--- src/rtl/apb_requester.sv ---
// rtl/apb_requester.sv - APB initiator: valid/ready command port in, one-cycle response pulse out
// Optional ACCESS timeout abort is enabled with `define APB_REQUESTER_TIMEOUT_EN.
module apb_requester #(
  parameter int ADDWIDTH       = 8,
  parameter int DATAWIDTH      = 32,
  parameter int TIMEOUT_CYCLES = 16
) (
  input  logic                   PCLK,
  input  logic                   PRESET,
  input  logic                   cmd_valid,
  output logic                   cmd_ready,
  input  logic                   cmd_write,
  input  logic [ADDWIDTH-1:0]    cmd_addr,
  input  logic [DATAWIDTH-1:0]   cmd_wdata,
  input  logic [DATAWIDTH/8-1:0] cmd_strb,
  output logic                   rsp_valid,
  output logic [DATAWIDTH-1:0]   rsp_rdata,
  output logic                   rsp_err,
  output logic                   PSEL,
  output logic                   PENABLE,
  output logic                   PWRITE,
  output logic [ADDWIDTH-1:0]    PADDR,
  output logic [DATAWIDTH-1:0]   PWDATA,
  output logic [DATAWIDTH/8-1:0] PSTRB,
  input  logic                   PREADY,
  input  logic [DATAWIDTH-1:0]   PRDATA
);

  typedef enum logic [1:0] {S_IDLE, S_SETUP, S_ACCESS} state_t;

  state_t state, state_nxt;
  logic   done, abort_xfer, accept, to_hit;

  always_ff @(posedge PCLK or posedge PRESET) begin
    if (PRESET) state <= S_IDLE;
    else        state <= state_nxt;
  end

  assign PSEL    = (state == S_SETUP) || (state == S_ACCESS);
  assign PENABLE = (state == S_ACCESS);
  // Ready is combinational from PREADY so a new command can chain into SETUP with no bubble.
  assign cmd_ready = !PRESET && ((state == S_IDLE) || (state == S_ACCESS && PREADY));
  assign accept    = cmd_valid && cmd_ready;

`ifdef APB_REQUESTER_TIMEOUT_EN
  localparam int CW = $clog2(TIMEOUT_CYCLES) + 1;
  logic [CW-1:0] to_cnt;

  always_ff @(posedge PCLK or posedge PRESET) begin
    if (PRESET)                              to_cnt <= '0;
    else if (state == S_SETUP)               to_cnt <= '0;
    else if (state == S_ACCESS && !PREADY)   to_cnt <= to_cnt + 1'b1;
  end

  // The edge that would take the count to the limit is the abort edge.
  assign to_hit = (state == S_ACCESS) && !PREADY && (to_cnt == CW'(TIMEOUT_CYCLES - 1));
`else
  logic [31:0] unused_timeout_cycles;
  assign unused_timeout_cycles = TIMEOUT_CYCLES;
  assign to_hit = 1'b0;
`endif

  always_comb begin
    state_nxt  = state;
    done       = 1'b0;
    abort_xfer = 1'b0;
    case (state)
      S_IDLE:   if (cmd_valid) state_nxt = S_SETUP;
      S_SETUP:  state_nxt = S_ACCESS;
      S_ACCESS: begin
        if (PREADY) begin
          done      = 1'b1;
          state_nxt = cmd_valid ? S_SETUP : S_IDLE;
        end else if (to_hit) begin
          abort_xfer = 1'b1;
          state_nxt  = S_IDLE;
        end
      end
      default:  state_nxt = S_IDLE;
    endcase
  end

  // Reads carry zero data and strobes onto the bus.
  always_ff @(posedge PCLK or posedge PRESET) begin
    if (PRESET) begin
      PWRITE <= 1'b0;
      PADDR  <= '0;
      PWDATA <= '0;
      PSTRB  <= '0;
    end else if (accept) begin
      PWRITE <= cmd_write;
      PADDR  <= cmd_addr;
      PWDATA <= cmd_write ? cmd_wdata : '0;
      PSTRB  <= cmd_write ? cmd_strb : '0;
    end
  end

  always_ff @(posedge PCLK or posedge PRESET) begin
    if (PRESET) begin
      rsp_valid <= 1'b0;
      rsp_rdata <= '0;
      rsp_err   <= 1'b0;
    end else begin
      rsp_valid <= done || abort_xfer;
      if (done) begin
        rsp_rdata <= PWRITE ? '0 : PRDATA;
        rsp_err   <= 1'b0;
      end else if (abort_xfer) begin
        rsp_rdata <= '0;
        rsp_err   <= 1'b1;
      end
    end
  end

endmodule

--- config.mk ---
export PLATFORM = sky130hd
export DESIGN_NAME = apb_requester
export DESIGN_NICKNAME = d
export VERILOG_FILES = /design/src/rtl/apb_requester.sv
export SDC_FILE = /design/constraint.sdc
export NUM_CORES = 1
export LEC_CHECK = 0
export BUFFER_PORTS_ARGS = -buffer_cell sky130_fd_sc_hd__clkbuf_2
export CELL_PAD_IN_SITES_DETAIL_PLACEMENT = 1
export CELL_PAD_IN_SITES_GLOBAL_PLACEMENT = 1
export CORE_MARGIN = 5
export CORE_UTILIZATION = 36
export CTS_CLUSTER_DIAMETER = 60
export DETAILED_ROUTE_END_ITERATION = 16
export PLACE_DENSITY_LB_ADDON = 0.1
export SLEW_MARGIN = 40
export SYNTH_ARGS = -nofsm -noshare
export SYNTH_HDL_FRONTEND = slang
export SYNTH_SLANG_ARGS = --single-unit
export TNS_END_PERCENT = 30
--- constraint.sdc ---
create_clock -name PCLK -period 7.8 [get_ports PCLK]
set_clock_uncertainty 0.1 [all_clocks]
set_input_delay 1.17 -clock PCLK [delete_from_list [all_inputs] [get_ports PCLK]]
set_output_delay 1.17 -clock PCLK [all_outputs]
set_load 0.01 [all_outputs]
==> results of run 1 <==
## sequential cells by signal, summed over array words and instances, names as in the netlist
register,cells
PWDATA,32
PSTRB,4
PADDR,8
PWRITE,1
rsp_rdata,32
state,2
rsp_valid,1
## cell type report
type	count	area, um2
fillers	1132	4780
flip-flops and latches	80	2000
clock inverters	6	60.1
well taps	111	139
clock buffers	10	128
multi-input cells	227	1210
inverters	7	27.5
repair buffers	165	842
## where the power goes
part / total [uW] / switching, uW / internal, uW
clock network: 299 / 152 / 146
registers: 716 / 119 / 597
logic: 627 / 355 / 272
## logic make-up after synthesis
kind of cell    after synthesis  synth area share (%)
other cells                   1                 0.111
compound gates              108                  16.2
simple gates                104                  14.1
buf+inv                      35                  4.79
flops                        80                  59.5
fa+ha+maj                     4                  1.49
mux                          10                  3.79
## worst max-delay path by stage
stage                      start                    to  slack [ns]
after floorplan           PRESET  PADDR[0]$_DFFE_PP0P_        4.48
after global placement    PREADY             cmd_ready        4.59
after detailed placement  PREADY  PADDR[2]$_DFFE_PP0P_        4.54
after CTS                 PREADY             cmd_ready        4.54
after global routing      PREADY             cmd_ready        4.47
final                     PREADY             cmd_ready        4.56
## tightest hold or removal path: cells and delay by family (launching register included)
kind	cells	cell delay (ns)
flip-flops	1	0.35
AO/OA/AOI/OAI	1	0.06
AND/OR/NAND/NOR	1	0.04
## routing by layer
metal | vias up | part of all wire, %
met5 | - | 0
met4 | 0 | 1.0
met3 | 8 | 7.7
met2 | 98 | 46
met1 | 1345 | 45
li1 | 1413 | -
## synthesized netlist by cell type
master | n | area [um2]
buf_4 | 1 | 7.51
or2_1 | 1 | 6.26
o22ai_1 | 1 | 6.26
a21oi_1 | 1 | 5.00
nand2b_1 | 33 | 206
clkbuf_1 | 24 | 90.1
nor2_1 | 1 | 3.75
mux2_2 | 6 | 67.6
nand2_1 | 69 | 259
mux2_4 | 4 | 60.1
a32o_1 | 1 | 10.0
dfrtp_1 | 80 | 2000
ha_1 | 4 | 50.1
buf_6 | 2 | 22.5
conb_1 | 1 | 3.75
o21ai_0 | 105 | 526
buf_8 | 1 | 15.0
inv_1 | 7 | 26.3
## per-stage QoR
stage | cells | hold slack [ns] | util (%) | setup slack [ns] | instance area, um2
2_1_floorplan | 342 | 0.416 | - | 4.48 | 3370
3_3_place_gp | 590 | 0.362 | 45.8 | 4.59 | 4210
3_5_place_dp | 590 | 0.373 | 45.9 | 4.54 | 4220
4_1_cts | 606 | 0.391 | 48.0 | 4.54 | 4410
5_1_grt | 606 | 0.412 | 48.0 | 4.47 | 4410
6_report | 606 | 0.385 | 48.0 | 4.56 | 4410
==> impl_results.md, run 1 <==
* Pin count of the biggest net entering global routing at 81
* Final Wtd Congestion at approximately 0.74
* GR Util met2 at 25.6%
* Worst vdd ir at ~0.14 mV
* Initial antenna violation count at 0
* Hold path start: rsp_rdata[20]$_DFFE_PP0P_
* YS warnings at 0
* Pwr/cell area at between 300 and 400 nW/um2
* CP max-delay cell: buf_4
* Depth of the most critical reg-to-reg path at 7
* Commonest non-fill, non-tap cell in the layout: clkbuf_2
* Via count at about 2900
* Post-CTS Hold Fix Bufs at 0
* Cell variety after synth at 18
* Syn Std Cell Area at between 3000 and 4000 um2
* Vias in the first global route at between 2000 and 3000
* Commonest non-fill, non-tap cells in the layout: clkbuf_2 (161), o21ai_0 (105), dfrtp_1 (79)
* Reg clk slew, reported paths at around 0.080 ns
* Synthesis-to-finish area growth at 31.1%
* R2r endpoint: PADDR[3]$_DFFE_PP0P_
* Final setup viols at 0
* Net Count, Synth at roughly 430
* GR Layer Usage met3 at 4.88%
* Gr busiest metal: met2
* DRT Pass-1 Iters at 3
* Via density at 4.73
* Final min period at ~3.2 ns
* Seq cells post-synth at 80
* Routed len/inst at approximately 16 um
* Core area at between 9000 and 10000 um2
* CTS sink cnt at 80
* Crit path DAT at 1.97 ns
* Final hold vios at 0
* Seq/Total Area, Yosys at between 50% and 60%
* Initial Utilization at 36.6%
* Detailed placement HPWL at 6.70 mm
* RSZ-0062 raised after global routing: no
* Worst Path Max Fanout at 38
* Synth Instances at roughly 340
* Pleak at 0.00232 uW
* Max_slew headroom at about half
* Status: complete, no violations
* Fin nets at around 580
* Final Max Tran Viols at 0
* # IOs at 163
* Hold Path Class: flop to flop
* Die W at between 100 and 150 um
* CP Capture Type: output port
* Rows at 35
* Clock Tree Buf Depth at 2
* Die H at between 100 and 150 um
* CP Data Required Time at between 6 and 7 ns
* Worst Setup Start Kind: input port
* Max_cap viols at 0
* Number of H-tree levels at 3
* Crit path depth at 5
* Met1 Usage GRT at 22.2%
* First-pass GRT wire length at 14.9 mm
* WP buf/inv at 3
* Actual slew at the worst max-slew pin at 0.731 ns
* Worst r2r src: state[0]$_DFFE_PP0P_
* Die Area at 11400 um2
* R2r setup slk at 5.09 ns
* Cell family with most CP delay: buffers and inverters
* WL final at around 9.5 mm
* Cell mode on critical path: clkbuf_2
* Iter 0 DRT Violations at 63
* Fmax at 308 MHz
* Setup bufs post-CTS at 0
* Skew-Pair Late Insertion Delay at around 0.34 ns
* Num CTS Buffers at 9
* Total track usage at 16.3%
* Resize count post-CTS at 0
* CTS root buf: clkbuf_8
* Diodes inserted at 0
* Syn Area/Cell at about 9.8 um2
* Remaining DRCs at 0
* Setup TNS at 0 ns
* Port Buffer Count at 161
* Cell chain of the critical path: clkbuf_2 > a21oi_2 > buf_4 > nor2_1 > clkbuf_2
* End of the worst hold path: rsp_rdata[20]$_DFFE_PP0P_
* Grt ovf at 0
* Final ANT Viol Nets at 0
* Tot Pwr at approximately 1600 uW
* Fraction of layout cells with a size suffix above 1 at about two fifths
* Hold depth at 2
* Setup CP Type: input port to output port
* CP max stage delay at 0.33 ns
* TritonCTS clock tree: done
* Crit share post-route at roughly two fifths
No activity file was read; power rests on OpenSTA's default activity.
==> run 2: changes to the inputs <==
--- a/config.mk
+++ b/config.mk
@@ -9,7 +9,7 @@
 export CELL_PAD_IN_SITES_DETAIL_PLACEMENT = 1
 export CELL_PAD_IN_SITES_GLOBAL_PLACEMENT = 1
 export CORE_MARGIN = 5
-export CORE_UTILIZATION = 36
+export CORE_UTILIZATION = 30
 export CTS_CLUSTER_DIAMETER = 60
 export DETAILED_ROUTE_END_ITERATION = 16
 export PLACE_DENSITY_LB_ADDON = 0.1
==> constraint.sdc (replaced) <==
create_clock -name PCLK -period 2.65 [get_ports PCLK]
set_clock_uncertainty 0.1 [all_clocks]
set_input_delay 0.3975 -clock PCLK [delete_from_list [all_inputs] [get_ports PCLK]]
set_output_delay 0.3975 -clock PCLK [all_outputs]
set_load 0.01 [all_outputs]
==> run 2 against run 1 <==
  * The run now ends with negative hold slack left
  * Sequential share of layout area fell by 1.7 points
  * Count of clock-buffer cells in the layout rose by 2
  * Worst hold slack got worse by 0.40 ns
  * Sequential power rose to 2.9 times the previous value
  * Die area rose by 18%
  * Clock power rose to 3.8 times the previous value
  * Largest power group unchanged
  * Cell area rose by 3.8%
==> impl_results.md, run 2 (same netlist as run 1, synthesis figures left out) <==
* Die W at 116 um (was 107 um)
* Reg clk slew, reported paths at 0.06 ns (was 0.08 ns)
* Pwr/cell area at 1120 nW/um2 (was 372 nW/um2)
* Final min period at ~2.3 ns
* Number of H-tree levels at 3 (unchanged)
* Worst Setup Start Kind: flop (was input port)
* Initial antenna violation count at 0 (unchanged)
* Clock Tree Buf Depth at 2 (unchanged)
* Resize count post-CTS at 0 (unchanged)
* Fmax at 436 MHz
* Sw Share at 36.8% (was 38.1%)
* RSZ-0062 raised after global routing: no (unchanged)
* Final Max Tran Viols at 0 (unchanged)
* Port Buffer Count at 161 (unchanged)
* Via density at 4.57 (was 4.73)
* CP Capture Type: output port (unchanged)
* Worst Path Max Fanout at 37 (was 38)
* Via count at 2908 (was 2864)
* Hold Path Class: input port to asynchronous set/reset pin (was flop to flop)
* Setup bufs post-CTS at 0 (unchanged)
* Hold Slack at -0.0130 ns (was 0.385 ns)
* Num CTS Buffers at 9 (unchanged)
* Initial Utilization at 30.8% (was 36.6%)
* Die H at 116 um (was 107 um)
* Clock share of power at 22.3% (was 18.2%)
* DRT Pass-1 Iters at 4 (was 3)
* Flop pwr share at 40.7% (was 43.6%)
* Gate power share at 37.0% (was 38.2%)
* Final Wtd Congestion at 0.697 (was 0.736)
* Core area at 10900 um2 (was 9200 um2)
* Final setup viols at 0 (unchanged)
* Actual slew at the worst max-slew pin at 0.794 ns (was 0.731 ns)
* Commonest non-fill, non-tap cells in the layout: clkbuf_2 (161), o21ai_0 (105), dfrtp_1 (80) (was clkbuf_2 (161), o21ai_0 (105), dfrtp_1 (79))
* Routed len/inst at 15.5 um (was 15.6 um)
* Die Area at 13400 um2 (was 11400 um2)
* Regs by FF count: PWDATA: 32 flops, rsp_rdata: 32 flops, PADDR: 8 flops (unchanged)
* Final hold vios at 7 (was 0)
* Pin count of the biggest net entering global routing at 47 (was 81)
* Max_cap viols at 0 (unchanged)
* Final ANT Viol Nets at 0 (unchanged)
* R2r endpoint: PADDR[2]$_DFFE_PP0P_ (was PADDR[3]$_DFFE_PP0P_)
* Non-Filler Instances at 637 (was 606)
* Max_slew headroom at 47.0% (was 51.3%)
* Vias in the first global route at 3179 (was 2957)
* Pint at 3250 uW (was 1020 uW)
* Pleak at 0.00237 uW (was 0.00232 uW)
* Status: finished with violations (was complete, no violations)
* Failing checks: negative hold slack
* Fin util at 41.9% (was 48.0%)
* Tot Pwr at 5140 uW (was 1640 uW)
* CTS root buf: clkbuf_16 (was clkbuf_8)
* Fraction of layout cells with a size suffix above 1 at 39.0% (was 39.2%)
* Skew-Pair Late Insertion Delay at 0.32 ns (was 0.34 ns)
* Synthesis-to-finish area growth at 36.1% (was 31.1%)
* # IOs at 163 (unchanged)
* Fin nets at 577 (was 575)
* Placed cell area at 4310 um2 (was 4220 um2)
* Detailed placement HPWL at 7.11 mm (was 6.70 mm)
* Crit share post-route at 86.6%
* Grt ovf at 0 (unchanged)
* CTS sink cnt at 80 (unchanged)
* Diodes inserted at 0 (unchanged)
* TritonCTS clock tree: done (unchanged)
* Depth of the most critical reg-to-reg path at 6 (was 7)
* WL final at 9.85 mm (was 9.45 mm)
* Commonest non-fill, non-tap cell in the layout: clkbuf_2 (unchanged)
* Remaining DRCs at 0 (unchanged)
* Worst vdd ir at 0.455 mV (was 0.140 mV)
* Design area at 4580 um2 (was 4410 um2)
* Setup TNS at 0 ns (unchanged)
* CP startpoint: state[0]$_DFFE_PP0P_ (was PREADY)
* Iter 0 DRT Violations at 110 (was 63)
* CP Data Required Time at 2.15 ns (was 6.53 ns)
* R2r setup slk at 0.57 ns (was 5.09 ns)
* First-pass GRT wire length at 15.9 mm (was 14.9 mm)
* Rows at 38 (was 35)
* Placed insts at 621 (was 590)
* Post-CTS Hold Fix Bufs at 0 (unchanged)
* Crit path DAT at 1.80 ns (was 1.97 ns)
* Worst r2r src: state[0]$_DFFE_PP0P_ (unchanged)
* Total track usage at 14.9% (was 16.3%)
* Setup CP Type: flop to output port (was input port to output port)
* Switching pwr at 1890 uW (was 626 uW)
run 2: cell count changes in the layout (fill, tap and decap cells not counted), sizes merged:
cell and change:
buf +3, clkinvlp +2, clkbuf +1, bufinv -1
clkinv -3
run 2: stage by stage:
stage	worst slack [ns]	hold slack, ns
3_5_place_dp	0.559	0.368
5_1_grt	0.203	0.0372
3_3_place_gp	0.623	0.363
6_report	0.355	-0.0130
2_1_floorplan	0.101	0.416
4_1_cts	0.322	0.0109
run 2: layer usage:
| layer | vias to the layer above | wire length, um | GRT usage [%] |
|---|---|---|---|
| met5 | - | 0 | 0 |
| met3 | 9 | 862 | 4.60 |
| met1 | 1372 | 4340 | 19.9 |
| met2 | 101 | 4550 | 23.6 |
| met4 | 0 | 103 | 4.18 |
| li1 | 1426 | - | - |
run 2: area by class of cell:
| class | instances | area (um2) |
|---|---|---|
| multi-input cells | 227 | 1210 |
| flip-flops and latches | 80 | 2000 |
| well taps | 140 | 175 |
| clock inverters | 4 | 30.0 |
| fillers | 1316 | 6350 |
| clock buffers | 12 | 246 |
| inverters | 7 | 31.3 |
| repair buffers | 167 | 888 |
run 2: critical path, cell delays in order (launching register included):
cell and delay, ns:
dfrtp_1 0.40, inv_1 0.08, ha_1 0.27, a21oi_2 0.17, buf_4 0.34, nor2_1 0.08, clkbuf_2 0.14
run 2: worst max path at each step:
stage / endpoint / slack, ns / depth (start not counted)
2_1_floorplan: PADDR[0]$_DFFE_PP0P_ / 0.10 / 1
3_3_place_gp: PADDR[5]$_DFFE_PP0P_ / 0.62 / 6
3_5_place_dp: PADDR[2]$_DFFE_PP0P_ / 0.56 / 6
4_1_cts: cmd_ready / 0.32 / 6
5_1_grt: cmd_ready / 0.20 / 6
6_report: cmd_ready / 0.35 / 6
run 2: power groups by stage:
stage                     clock (uW)  combinational (uW)  sequential [uW]
after CTS                       1190                1970             2110
after global routing            1240                2150             2170
after global placement             0                1910             2100
after detailed placement           0                1960             2120
after floorplan                    0                 827             2290
final                           1150                1900             2090
==> run 3: changes to the inputs <==
--- a/config.mk
+++ b/config.mk
@@ -11,7 +11,9 @@
 export CORE_MARGIN = 5
 export CORE_UTILIZATION = 30
 export CTS_CLUSTER_DIAMETER = 60
+export CTS_CLUSTER_SIZE = 10
 export DETAILED_ROUTE_END_ITERATION = 16
+export MAX_ROUTING_LAYER = met4
 export PLACE_DENSITY_LB_ADDON = 0.1
 export SLEW_MARGIN = 40
 export SYNTH_ARGS = -nofsm -noshare
==> run 3 against run 2 <==
  * The flow still finishes with violations (negative hold slack)
  * Sequential cell count unchanged
  * Cell area unchanged
  * Setup slack about the same
  * Combinational power about the same
  * Utilization unchanged
  * Global-route usage increased by 0.41 points
==> impl_results.md, run 3 (same netlist as run 1, synthesis figures left out) <==
* Status: finished with violations (unchanged)
* Failing checks: negative hold slack (unchanged)
* Total track usage at 15.3% (was 14.9%)
* Skew-Pair Late Insertion Delay at 0.32 ns (about the same)
* # IOs at 163 (unchanged)
* Routed len/inst at 15.5 um (about the same)
* Hold Path Class: input port to asynchronous set/reset pin (unchanged)
* Diodes inserted at 0 (unchanged)
* Synthesis-to-finish area growth at 36.1% (unchanged)
* Crit path DAT at 1.80 ns (about the same)
* CP Capture Type: output port (unchanged)
* WL final at 9.88 mm (was 9.85 mm)
* Grt ovf at 0 (unchanged)
* Via density at 4.59 (was 4.57)
* Pwr/cell area at 1120 nW/um2 (about the same)
* DRT Pass-1 Iters at 4 (unchanged)
* Number of H-tree levels at 3 (unchanged)
* Met3 routed WL at 765 um (was 862 um)
* Commonest non-fill, non-tap cells in the layout: clkbuf_2 (161), o21ai_0 (105), dfrtp_1 (80) (unchanged)
* Fin util at 41.9% (unchanged)
* Die W at 116 um (unchanged)
* Fraction of layout cells with a size suffix above 1 at 39.0% (unchanged)
* Met2 Wirelength at 4.56 mm (was 4.55 mm)
* CTS root buf: clkbuf_16 (unchanged)
* Hold Slack at -0.0120 ns (was -0.0130 ns)
* Reg clk slew, reported paths at 0.06 ns (about the same)
* Setup CP Type: flop to output port (unchanged)
* Port Buffer Count at 161 (unchanged)
* Commonest non-fill, non-tap cell in the layout: clkbuf_2 (unchanged)
* Iter 0 DRT Violations at 106 (was 110)
* Actual slew at the worst max-slew pin at 0.801 ns (was 0.794 ns)
* Final setup viols at 0 (unchanged)
* Flop pwr share at 40.7% (about the same)
* First-pass GRT wire length at 15.9 mm (about the same)
* Fmax at 436 MHz (about the same)
* Max_cap viols at 0 (unchanged)
* Final ANT Viol Nets at 0 (unchanged)
* Setup bufs post-CTS at 0 (unchanged)
* Vias in the first global route at 3185 (was 3179)
* Sw Share at 36.8% (about the same)
* Pleak at 0.00237 uW (unchanged)
* Num CTS Buffers at 9 (unchanged)
* Clock Tree Buf Depth at 2 (unchanged)
* Pint at 3250 uW (about the same)
* Resize count post-CTS at 0 (unchanged)
* Post-CTS Hold Fix Bufs at 0 (unchanged)
* Worst Setup Start Kind: flop (unchanged)
* Max_slew headroom at 46.6% (was 47.0%)
* Max Used Layer: met4 (unchanged)
* Initial Utilization at 30.8% (unchanged)
* Worst Path Max Fanout at 37 (unchanged)
* Die Area at 13400 um2 (unchanged)
* Remaining DRCs at 0 (unchanged)
* Crit share post-route at 86.6% (about the same)
* Pin count of the biggest net entering global routing at 47 (unchanged)
* Gate power share at 37.1% (was 37.0%)
* Fin nets at 577 (unchanged)
* Final min period at 2.30 ns (about the same)
* TritonCTS clock tree: done (unchanged)
* Regs by FF count: PWDATA: 32 flops, rsp_rdata: 32 flops, PADDR: 8 flops (unchanged)
* Met1 WL at 4.45 mm (was 4.34 mm)
* RSZ-0062 raised after global routing: no (unchanged)
* Switching pwr at 1890 uW (about the same)
* Core area at 10900 um2 (unchanged)
* Via count at 2927 (was 2908)
* Die H at 116 um (unchanged)
* Final Wtd Congestion at 0.705 (was 0.697)
* Initial antenna violation count at 0 (unchanged)
* Final hold vios at 8 (was 7)
* Worst vdd ir at 0.454 mV (was 0.455 mV)
* Rows at 38 (unchanged)
* Final Max Tran Viols at 0 (unchanged)
* Setup TNS at 0 ns (unchanged)
* CTS sink cnt at 80 (unchanged)
* Detailed placement HPWL at 7.11 mm (unchanged)
* Clock share of power at 22.3% (about the same)
* CP Data Required Time at 2.15 ns (about the same)
run 3: cell counts in the layout (fill, tap and decap cells not counted):
Identical to the previous run, type by type.
run 3: area by class of cell:
type / count / area (um2)
Fill cell: 1316 / 6350
Sequential cell: 80 / 2000
Multi-Input combinational cell: 227 / 1210
Timing Repair Buffer: 167 / 888
Clock buffer: 12 / 246
Tap cell: 140 / 175
Inverter: 7 / 31.3
Clock inverter: 4 / 30.0
run 3: through the flow:
step | area (um2) | total power, uW | hold slack (ns) | worst slack, ns | cells
final | 4580 | 5140 | -0.0120 | 0.355 | 637
after global routing | 4580 | 5570 | 0.0346 | 0.201 | 637
after CTS | 4580 | 5260 | 0.0109 | 0.322 | 637
after detailed placement | 4310 | 4090 | 0.368 | 0.559 | 621
after global placement | 4300 | 4010 | 0.363 | 0.623 | 621
after floorplan | 3370 | 3120 | 0.416 | 0.101 | 342
run 3: layer usage:
layer  global-route usage (%)  up-vias
met5                        -        -
met2                     23.7      100
li1                         -     1429
met1                     20.1     1389
met4                     4.18        0
met3                     3.92        9
run 3: power by group through the flow:
stage	logic (uW)	clock network (uW)	registers (uW)
after CTS	1970	1190	2110
final	1910	1150	2090
after floorplan	827	0	2290
after global routing	2150	1240	2170
after global placement	1910	0	2100
after detailed placement	1960	0	2120
run 3: critical path: stages (launching register included):
cell and delay, ns:
dfrtp_1 0.40, inv_1 0.08, ha_1 0.27, a21oi_2 0.17
buf_4 0.34, nor2_1 0.08, clkbuf_2 0.14
run 3: worst paths after layout:
kind	start	end	slack (ns)	cells after the start
setup / recovery	state[0]$_DFFE_PP0P_	cmd_ready	0.35	6
hold / removal	PRESET	PSTRB[1]$_DFFE_PP0P_	-0.01	2
setup reg to reg	state[0]$_DFFE_PP0P_	PADDR[2]$_DFFE_PP0P_	0.57	6
hold reg to reg	rsp_rdata[6]$_DFFE_PP0P_	rsp_rdata[6]$_DFFE_PP0P_	0.38	2
max in group asynchronous	PRESET	PWDATA[6]$_DFFE_PP0P_	1.89	3
min in group PCLK	cmd_wdata[3]	PWDATA[3]$_DFFE_PP0P_	0.20	3
